`config.mk`:
```
export PLATFORM = sky130hd
export DESIGN_NAME = piso_serializer
export DESIGN_NICKNAME = d
export VERILOG_FILES = /design/src/rtl/piso_pkg.sv /design/src/rtl/piso_shift_core.sv /design/src/rtl/piso_serializer.sv
export SDC_FILE = /design/constraint.sdc
export NUM_CORES = 1
export LEC_CHECK = 0
export BUFFER_PORTS_ARGS = -buffer_cell sky130_fd_sc_hd__buf_2
export CORE_AREA = 4 4 41 43
export CTS_BUF_LIST = sky130_fd_sc_hd__clkbuf_8
export CTS_CLUSTER_SIZE = 25
export DETAILED_ROUTE_END_ITERATION = 7
export DIE_AREA = 0 0 45 47
export PLACE_DENSITY = 0.84
export SYNTH_ARGS = -nofsm -noshare
export SYNTH_HDL_FRONTEND = slang
export SYNTH_SLANG_ARGS = --single-unit
```
`constraint.sdc`:
```
create_clock -name clk -period 2.2 [get_ports clk]
set_clock_uncertainty 0.05 [all_clocks]
set_input_delay 0.44 -clock clk [delete_from_list [all_inputs] [get_ports clk]]
set_output_delay 0.44 -clock clk [all_outputs]
set_load 0.02 [all_outputs]
```
`src/rtl/piso_pkg.sv`:
```
// Shared types and line-level constants for the parallel-in/serial-out framer.
// Build option: define PISO_PARITY_EN to add an even-parity bit to each frame.
package piso_pkg;

  typedef enum logic [2:0] {
    ST_IDLE   = 3'd0,
    ST_START  = 3'd1,
    ST_DATA   = 3'd2,
    ST_PARITY = 3'd3,
    ST_STOP   = 3'd4
  } piso_state_t;

  localparam logic PISO_START_BIT  = 1'b1;
  localparam logic PISO_STOP_BIT   = 1'b0;
  localparam logic PISO_IDLE_LEVEL = 1'b0;

endpackage

```
`src/rtl/piso_shift_core.sv`:
```
// Load/shift register and bit counter for the framer; the FSM drives the enables.
// Build option: PISO_PARITY_EN adds a registered even-parity output of the loaded word.
module piso_shift_core #(
  parameter int WIDTH = 8
) (
  input  logic             clk,
  input  logic             reset,
  input  logic             load_en,
  input  logic [WIDTH-1:0] data_in,
  input  logic             shift_en,
  input  logic             cnt_clr,
  input  logic             cnt_en,
  output logic             bit0,
`ifdef PISO_PARITY_EN
  output logic             parity,
`endif
  output logic             last_bit
);

  localparam int CNT_W = $clog2(WIDTH);

  logic [WIDTH-1:0] shift_q;
  logic [CNT_W-1:0] cnt_q;

  // NOTE: state is updated with <= so every register samples pre-edge values;
  // blocking = here would make the result depend on statement order.
  // NOTE: the data register is reset too, so a dropped frame leaves no stale
  // word behind; it is small enough that this costs nothing worth avoiding.
  always_ff @(posedge clk) begin
    if (reset) begin
      shift_q <= '0;
    end else if (load_en) begin
      shift_q <= data_in;
    end else if (shift_en) begin
      shift_q <= {1'b0, shift_q[WIDTH-1:1]};
    end
  end

  // Counter tracks which data bit is on the line; it stops at WIDTH-1.
  always_ff @(posedge clk) begin
    if (reset) begin
      cnt_q <= '0;
    end else if (cnt_clr) begin
      cnt_q <= '0;
    end else if (cnt_en) begin
      cnt_q <= cnt_q + CNT_W'(1);
    end
  end

`ifdef PISO_PARITY_EN
  logic parity_q;

  always_ff @(posedge clk) begin
    if (reset) begin
      parity_q <= 1'b0;
    end else if (load_en) begin
      parity_q <= ^data_in;
    end
  end

  assign parity = parity_q;
`endif

  assign bit0     = shift_q[0];
  assign last_bit = (cnt_q == CNT_W'(WIDTH - 1));

endmodule

```
`src/rtl/piso_serializer.sv`:
```
// Framer: start bit 1, data LSB first, optional even parity, stop bit 0, idle 0.
// Build option: define PISO_PARITY_EN to insert the parity bit (frame WIDTH+3).
module piso_serializer
  import piso_pkg::*;
#(
  parameter int WIDTH = 8
) (
  input  logic             clk,
  input  logic             reset,
  input  logic [WIDTH-1:0] data_in,
  input  logic             load_valid,
  output logic             load_ready,
  output logic             serial_out,
  output logic             busy,
  output logic             done
);

  piso_state_t state_q, state_d;
  logic        serial_q, serial_d;
  logic        accept;
  logic        bit0, last_bit;
  logic        shift_en, cnt_clr, cnt_en;
`ifdef PISO_PARITY_EN
  logic        parity;
`endif

  assign load_ready = (state_q == ST_IDLE) || (state_q == ST_STOP);
  assign busy       = (state_q != ST_IDLE);
  assign done       = (state_q == ST_STOP);
  assign accept     = load_valid && load_ready && !reset;
  assign serial_out = serial_q;

  // NOTE: defaults first, so every path assigns state_d and no latch is inferred.
  always_comb begin
    state_d = state_q;
    unique case (state_q)
      ST_IDLE:   if (accept) state_d = ST_START;
      ST_START:  state_d = ST_DATA;
      ST_DATA: begin
        if (last_bit) begin
`ifdef PISO_PARITY_EN
          state_d = ST_PARITY;
`else
          state_d = ST_STOP;
`endif
        end
      end
      ST_PARITY: state_d = ST_STOP;
      ST_STOP:   state_d = accept ? ST_START : ST_IDLE;
      default:   state_d = ST_IDLE;
    endcase
  end

  // The line bit is registered from the next state, so it lines up with state_q.
  always_comb begin
    serial_d = PISO_IDLE_LEVEL;
    unique case (state_d)
      ST_START:  serial_d = PISO_START_BIT;
      ST_DATA:   serial_d = bit0;
`ifdef PISO_PARITY_EN
      ST_PARITY: serial_d = parity;
`endif
      ST_STOP:   serial_d = PISO_STOP_BIT;
      default:   serial_d = PISO_IDLE_LEVEL;
    endcase
  end

  // Consume bit 0 on every edge that puts a data bit on the line.
  assign shift_en = (state_d == ST_DATA);
  assign cnt_clr  = (state_q == ST_START);
  assign cnt_en   = (state_q == ST_DATA) && !last_bit;

  always_ff @(posedge clk) begin
    if (reset) begin
      state_q  <= ST_IDLE;
      serial_q <= PISO_IDLE_LEVEL;
    end else begin
      state_q  <= state_d;
      serial_q <= serial_d;
    end
  end

  piso_shift_core #(
    .WIDTH(WIDTH)
  ) u_core (
    .clk      (clk),
    .reset    (reset),
    .load_en  (accept),
    .data_in  (data_in),
    .shift_en (shift_en),
    .cnt_clr  (cnt_clr),
    .cnt_en   (cnt_en),
    .bit0     (bit0),
`ifdef PISO_PARITY_EN
    .parity   (parity),
`endif
    .last_bit (last_bit)
  );

endmodule

```
After elaboration in Yosys (flattened, before gate mapping)
Cells that the tools add are included.
- register bits: 15
- latch bits: 0
- RAM bits: 0
- ROM bits: 0
- input port bits: 11
- output and inout port bits: 4
- logic and storage cells: 29
- memories: 0
- $add $sub $neg: 1
- multipliers: 0
- div/mod/pow operators: 0
- magnitude comparators: 0
- equality and inequality tests: 7
- shifts and indexed selects: 0
- mux-type cells: 7
- bitwise gates (word level): 0
- reductions and logical operators: 10
- operators with widths (kind ; count):
    two-way mux 8 bit ; 2
    one-hot mux 3 bit (5 select lines) ; 1
    equality test 3 x 2 -> 1 bit, second input constant ; 3
    equality test 3 x 1 -> 1 bit, second input constant ; 2
    equality test 3 bit, second input constant ; 2
    two-way mux 3 bit ; 2
    adder 3 x 1 -> 3 bit, second input constant ; 1
    logical AND 1 bit ; 3
    zero test 3 bit ; 1
    nonzero test 3 bit ; 1
    zero test 1 bit ; 2
    one-hot mux 1 bit (2 select lines) ; 1
    nonzero test 2 bit ; 1
    OR reduction 2 bit ; 1
    logical OR 1 bit ; 1
    two-way mux 1 bit ; 1

Longest topological paths before layout
- word-level depth: 9
- mapped depth: 6
- gate-level depth less buffers: 5

Hierarchy
A second synthesis with hierarchy kept.
- cell total of the unflattened synthesis: 65
- area total of the unflattened synthesis: 694.4 um2
- modules (own cells, without submodules) (module ; times used ; cells each ; area each (um2) ; seq. area each (um2)):
    piso_shift_core ; 1 ; 46 ; 495.5 ; 220.2
    piso_serializer ; 1 ; 19 ; 198.9 ; 80.1

Worst setup path before layout
Ideal clock, no wire load.
- kind: register to register
- start point: register u_core.cnt_q[0]
- end point: register u_core.shift_q[6]
- library setup time: 0.134 ns
- data arrival time: 1.625 ns
- data required time: 2.016 ns
- setup slack: 0.391 ns
- stages on the path, launching flop included: 7
- buffers on the path: 1
- period minus slack after synthesis: 1.809 ns
- cell sequence: dfxtp_1 -> ha_1 -> ha_1 -> or4b_2 -> clkbuf_1 -> nand3_1 -> a311oi_2
- word-level cells in the longest chain between the ends: 5
- RTL lines (element ; line ; text):
    from (decl) ; piso_shift_core.sv:23 ; logic [CNT_W-1:0] cnt_q;
    from (signal assigned) ; piso_shift_core.sv:46 ; cnt_q <= cnt_q + CNT_W'(1);
    equality test 3 bit ; piso_shift_core.sv:65 ; assign last_bit = (cnt_q == CNT_W'(WIDTH - 1));
    two-way mux 3 bit ; piso_serializer.sv:40 ; if (last_bit) begin
    one-hot mux 3 bit (5 select lines) ; piso_serializer.sv:36 ; unique case (state_q)
    equality test 3 x 2 -> 1 bit ; piso_serializer.sv:69 ; assign shift_en = (state_d == ST_DATA);
    nonzero test 2 bit (no source line) ; n/a ;
    to (signal assigned) ; piso_shift_core.sv:33 ; shift_q <= data_in;
    to (signal assigned) ; piso_shift_core.sv:35 ; shift_q <= {1'b0, shift_q[WIDTH-1:1]};
    to (decl) ; piso_shift_core.sv:22 ; logic [WIDTH-1:0] shift_q;
No other way between the ends.
A chain may end at the register's enable or synchronous reset.

Final worst setup path
Ends and elaborated chain as after synthesis.

==> impl_metrics.csv <==
group,metric,value,unit
setup_path,worst-r2r-cell-count,5,
clock_network,clk_pin_slew,0.06,ns
setup_path,timing.rr.end,"u_core.shift_q[6]$_SDFFE_PP0P_",
sta,post-route-period-util,87.23,%
run_status,run_status,"finished clean",
synth,synthDominantCellAreaShare,44.04,%
detailed_routing,detail_route.vias_per_cell,5.790,
detailed_routing,vias,608,
synth,ys_warn_count,0,
synth,yosys.cell_count.top_type,"sky130_fd_sc_hd__dfxtp_1",
floorplanning,ios,15,
synth,synth_cells,75,
power_and_ir_drop,power_leakage,0.3328,nW
setup_path,critical_path.max_stage_delay,0.73,ns
flow_run,max-cap-violations,0,
global_routing,global_route.overflow_total,0,
global_routing,grt_max_degree,16,
setup_path,timing.critical_path.cells,"ha_1, ha_1, or4b_2, nand3_1, a311oi_2",
clock_network,insertion_delay,0.24,ns
global_routing,grtUsageTotal,15.75,%
sta,final-max-slew-violation-count,0,
clock_network,cts.path.max_buffers,2,
synth,synth_edf_count,0,
cells_and_area,n_antenna_cell,0,
synth,postSynthRegisterBits,15,
cells_and_area,num-nets-final,104,
detailed_routing,detail_route.iter0.violations,9,
sta,slew-limit-headroom,73.12,%
synth,top_cells_by_instance_count_after_synthesis,"15 x sky130_fd_sc_hd__dfxtp_1, 11 x sky130_fd_sc_hd__nor2_1, 7 x sky130_fd_sc_hd__nand3_1, 7 x sky130_fd_sc_hd__o21ai_0, 6 x sky130_fd_sc_hd__a311oi_1",
setup_path,worst_path_most_repeated_cell,"sky130_fd_sc_hd__ha_1",
clock_network,cts_tree,"built",
clock_network,cts-root-buf,"sky130_fd_sc_hd__clkbuf_8",
floorplanning,standard_cell_row_count,13,
floorplanning,floorplan.initialDensity,52.40,%
cells_and_area,area_delta_synth_final,18.72,%
synth,yosys.area.top_type,"sky130_fd_sc_hd__dfxtp_1",
floorplanning,die_area,2115,sq um
setup_path,critical-path-top-delay-family,"simple AND/OR/NAND/NOR gates",
clock_network,cts_htree_levels,1,
sta,rsz0062_at_grt,"no",
sta,tightest_pin_transition,0.3976,ns
sta,timing_hold_violations_final,0,
floorplanning,placeableCoreArea,1301,sq um
setup_path,cp.depth,5,
synth,synth_async_sr_flop_share,0,%
clock_network,cts-resized-gates,0,
min_path,whs_path_depth,2,
setup_path,crit_path_top_delay_cell,"sky130_fd_sc_hd__or4b_2",
sta,min_period,1.919,ns
placed_design,hpwl,1.035,mm
detailed_routing,drc,0,
setup_path,worst_ep_arrival_time,1.98,ns
global_routing,wire_length_of_the_first_global_routing_pass,2.325,mm
global_routing,antenna_found_initial,0,
detailed_routing,firstDrtPassIters,4,
detailed_routing,postRouteWirelength,1.418,mm
synth,synth_sequential_area_ratio,44.04,%
floorplanning,horizontal_extent_of_the_die,45,microns
placed_design,port_buffers,14,
setup_path,endpoint,"u_core.shift_q[6]$_SDFFE_PP0P_",
clock_network,cts.hold.buffers_added,0,
sta,hold_ws,0.3842,ns
synth,synth.net_count,88,
global_routing,vias_in_the_first_global_route,578,
setup_path,startpoint_type,"register",
detailed_routing,antenna_left,0,
setup_path,critical_path.n_buffers_inverters,0,
sta,finalSetupTns,0,ns
synth,syn_area_per_cell,9.092,sq um
synth,yosys-top-cells-area,"sky130_fd_sc_hd__dfxtp_1 44%, sky130_fd_sc_hd__a311oi_1 7.7%, sky130_fd_sc_hd__nor2_1 6.1%, sky130_fd_sc_hd__nand3_1 5.1%, sky130_fd_sc_hd__o21ai_0 5.1%",
floorplanning,die-height,47,microns
synth,synth_cell_types,24,
synth,synth_area,681.9,sq um
min_path,min-delay-start,"data_in[7]",
power_and_ir_drop,ir_worst_vdd,0.5201,mV
sta,report.final.setup_viol,0,
setup_path,r2r_slack,0.28,ns
detailed_routing,routed_wire_length_per_instance,13.50,microns
setup_path,r2r_start,"u_core.cnt_q[0]$_SDFFE_PP0P_",
setup_path,worstPathMaxFanout,7,
power_and_ir_drop,pwr_density_cell,753.9,nW/um^2
setup_path,timing.setup.critical_path_class,"reg -> reg",
setup_path,startpoint,"u_core.cnt_q[0]$_SDFFE_PP0P_",
sta,fmaxAchievable,521.1,MHz
clock_network,post_cts_setup_repair_buffer_count,0,
clock_network,cts.sink_count,15,
setup_path,critical_path_required,2.26,ns
clock_network,cts_made_buffers,3,
placed_design,gp_congestion,0.7787,
synth,synth-main-ff-cell,"sky130_fd_sc_hd__dfxtp_1",
min_path,timing.hold.worst.class,"in -> reg",
cells_and_area,post_route_cells_drive_above_1_share,27.78,%
setup_path,crit_path_end_kind,"register",
==> area by class of cell <==
class	instances	area, sq um
Fill cell	115	491.7
Clock buffer	3	41.29
Timing Repair Buffer	18	100.1
Tap cell	15	18.77
Multi-Input combinational cell	51	337.8
Clock inverter	1	3.754
Sequential cell	15	300.3
Inverter	2	7.507
==> state kept, by name (all words and copies together), names as in the netlist <==
signal          flops
u_core.shift_q      8
serial_out          1
state_q             3
u_core.cnt_q        3
==> where the power goes <==
group          leakage [nW]  internal, W  switching [W]
logic                 0.183    0.0000414      0.0000520
registers             0.123     0.000291      0.0000118
clock network        0.0269     0.000123      0.0000908
==> cells by family (layout without fill, tap and decap cells) <==
| family | count (synthesis) | in the layout | synth area share [%] |
|---|---|---|---|
| mux | 2 | 2 | 2.936 |
| simple gates | 30 | 30 | 24.22 |
| fa+ha+maj | 2 | 2 | 3.669 |
| compound gates | 16 | 16 | 17.43 |
| buf+inv | 9 | 24 | 6.420 |
| flops | 15 | 15 | 44.04 |
| xor+xnor | 1 | 1 | 1.285 |
==> stage by stage <==
step	instances	total power, W	instance area (sq um)	utilization, %	worst slack (ns)
2_1_floorplan	75	0.0003716	681.9	-	0.3911
3_3_place_gp	101	0.0003974	764.5	58.75	0.3506
3_5_place_dp	101	0.0004001	764.5	58.75	0.3163
4_1_cts	105	0.0006163	809.5	62.21	0.2827
5_1_grt	105	0.0006426	809.5	62.21	0.2113
6_report	105	0.0006103	809.5	62.21	0.2810
==> per-layer routing <==
| layer | GRT usage [%] | share of wire (%) | up-vias |
|---|---|---|---|
| li1 | - | - | 306 |
| met1 | 17.40 | 43 | 281 |
| met2 | 23.73 | 50 | 17 |
| met3 | 5.364 | 4.8 | 4 |
| met4 | 14.62 | 2.0 | 0 |
| met5 | 0 | 0 | - |
==> cells in the final DEF, fill, tap and decap left out <==
cell type	Yosys	final
sky130_fd_sc_hd__and2_1	1	1
sky130_fd_sc_hd__buf_4	0	4
sky130_fd_sc_hd__inv_1	1	2
sky130_fd_sc_hd__inv_2	1	1
sky130_fd_sc_hd__or4b_2	1	1
sky130_fd_sc_hd__clkbuf_8	0	3
sky130_fd_sc_hd__a311oi_2	1	1
sky130_fd_sc_hd__mux2i_1	2	2
sky130_fd_sc_hd__ha_1	2	2
sky130_fd_sc_hd__nor3b_1	2	2
sky130_fd_sc_hd__nor2_1	11	11
sky130_fd_sc_hd__o21ai_0	7	7
sky130_fd_sc_hd__or3_1	1	1
sky130_fd_sc_hd__nand3_1	7	7
sky130_fd_sc_hd__nor3_1	3	3
sky130_fd_sc_hd__or3b_2	1	1
sky130_fd_sc_hd__buf_2	2	14
sky130_fd_sc_hd__dfxtp_1	15	15
sky130_fd_sc_hd__a22o_1	1	1
sky130_fd_sc_hd__nor4b_1	2	2
sky130_fd_sc_hd__xnor2_1	1	1
sky130_fd_sc_hd__a311oi_1	6	6
sky130_fd_sc_hd__o31ai_1	1	1
sky130_fd_sc_hd__or4b_1	1	1
==> worst min path at each step <==
stage | end | slack (ns)
floorplan | serial_out$_SDFF_PP0_ | 0.39
global placement | serial_out$_SDFF_PP0_ | 0.42
detailed placement | serial_out$_SDFF_PP0_ | 0.42
CTS | u_core.shift_q[7]$_SDFFE_PP0P_ | 0.37
global route | u_core.shift_q[7]$_SDFFE_PP0P_ | 0.37
finish | u_core.shift_q[7]$_SDFFE_PP0P_ | 0.38
No activity file was read; power rests on OpenSTA's default activity.
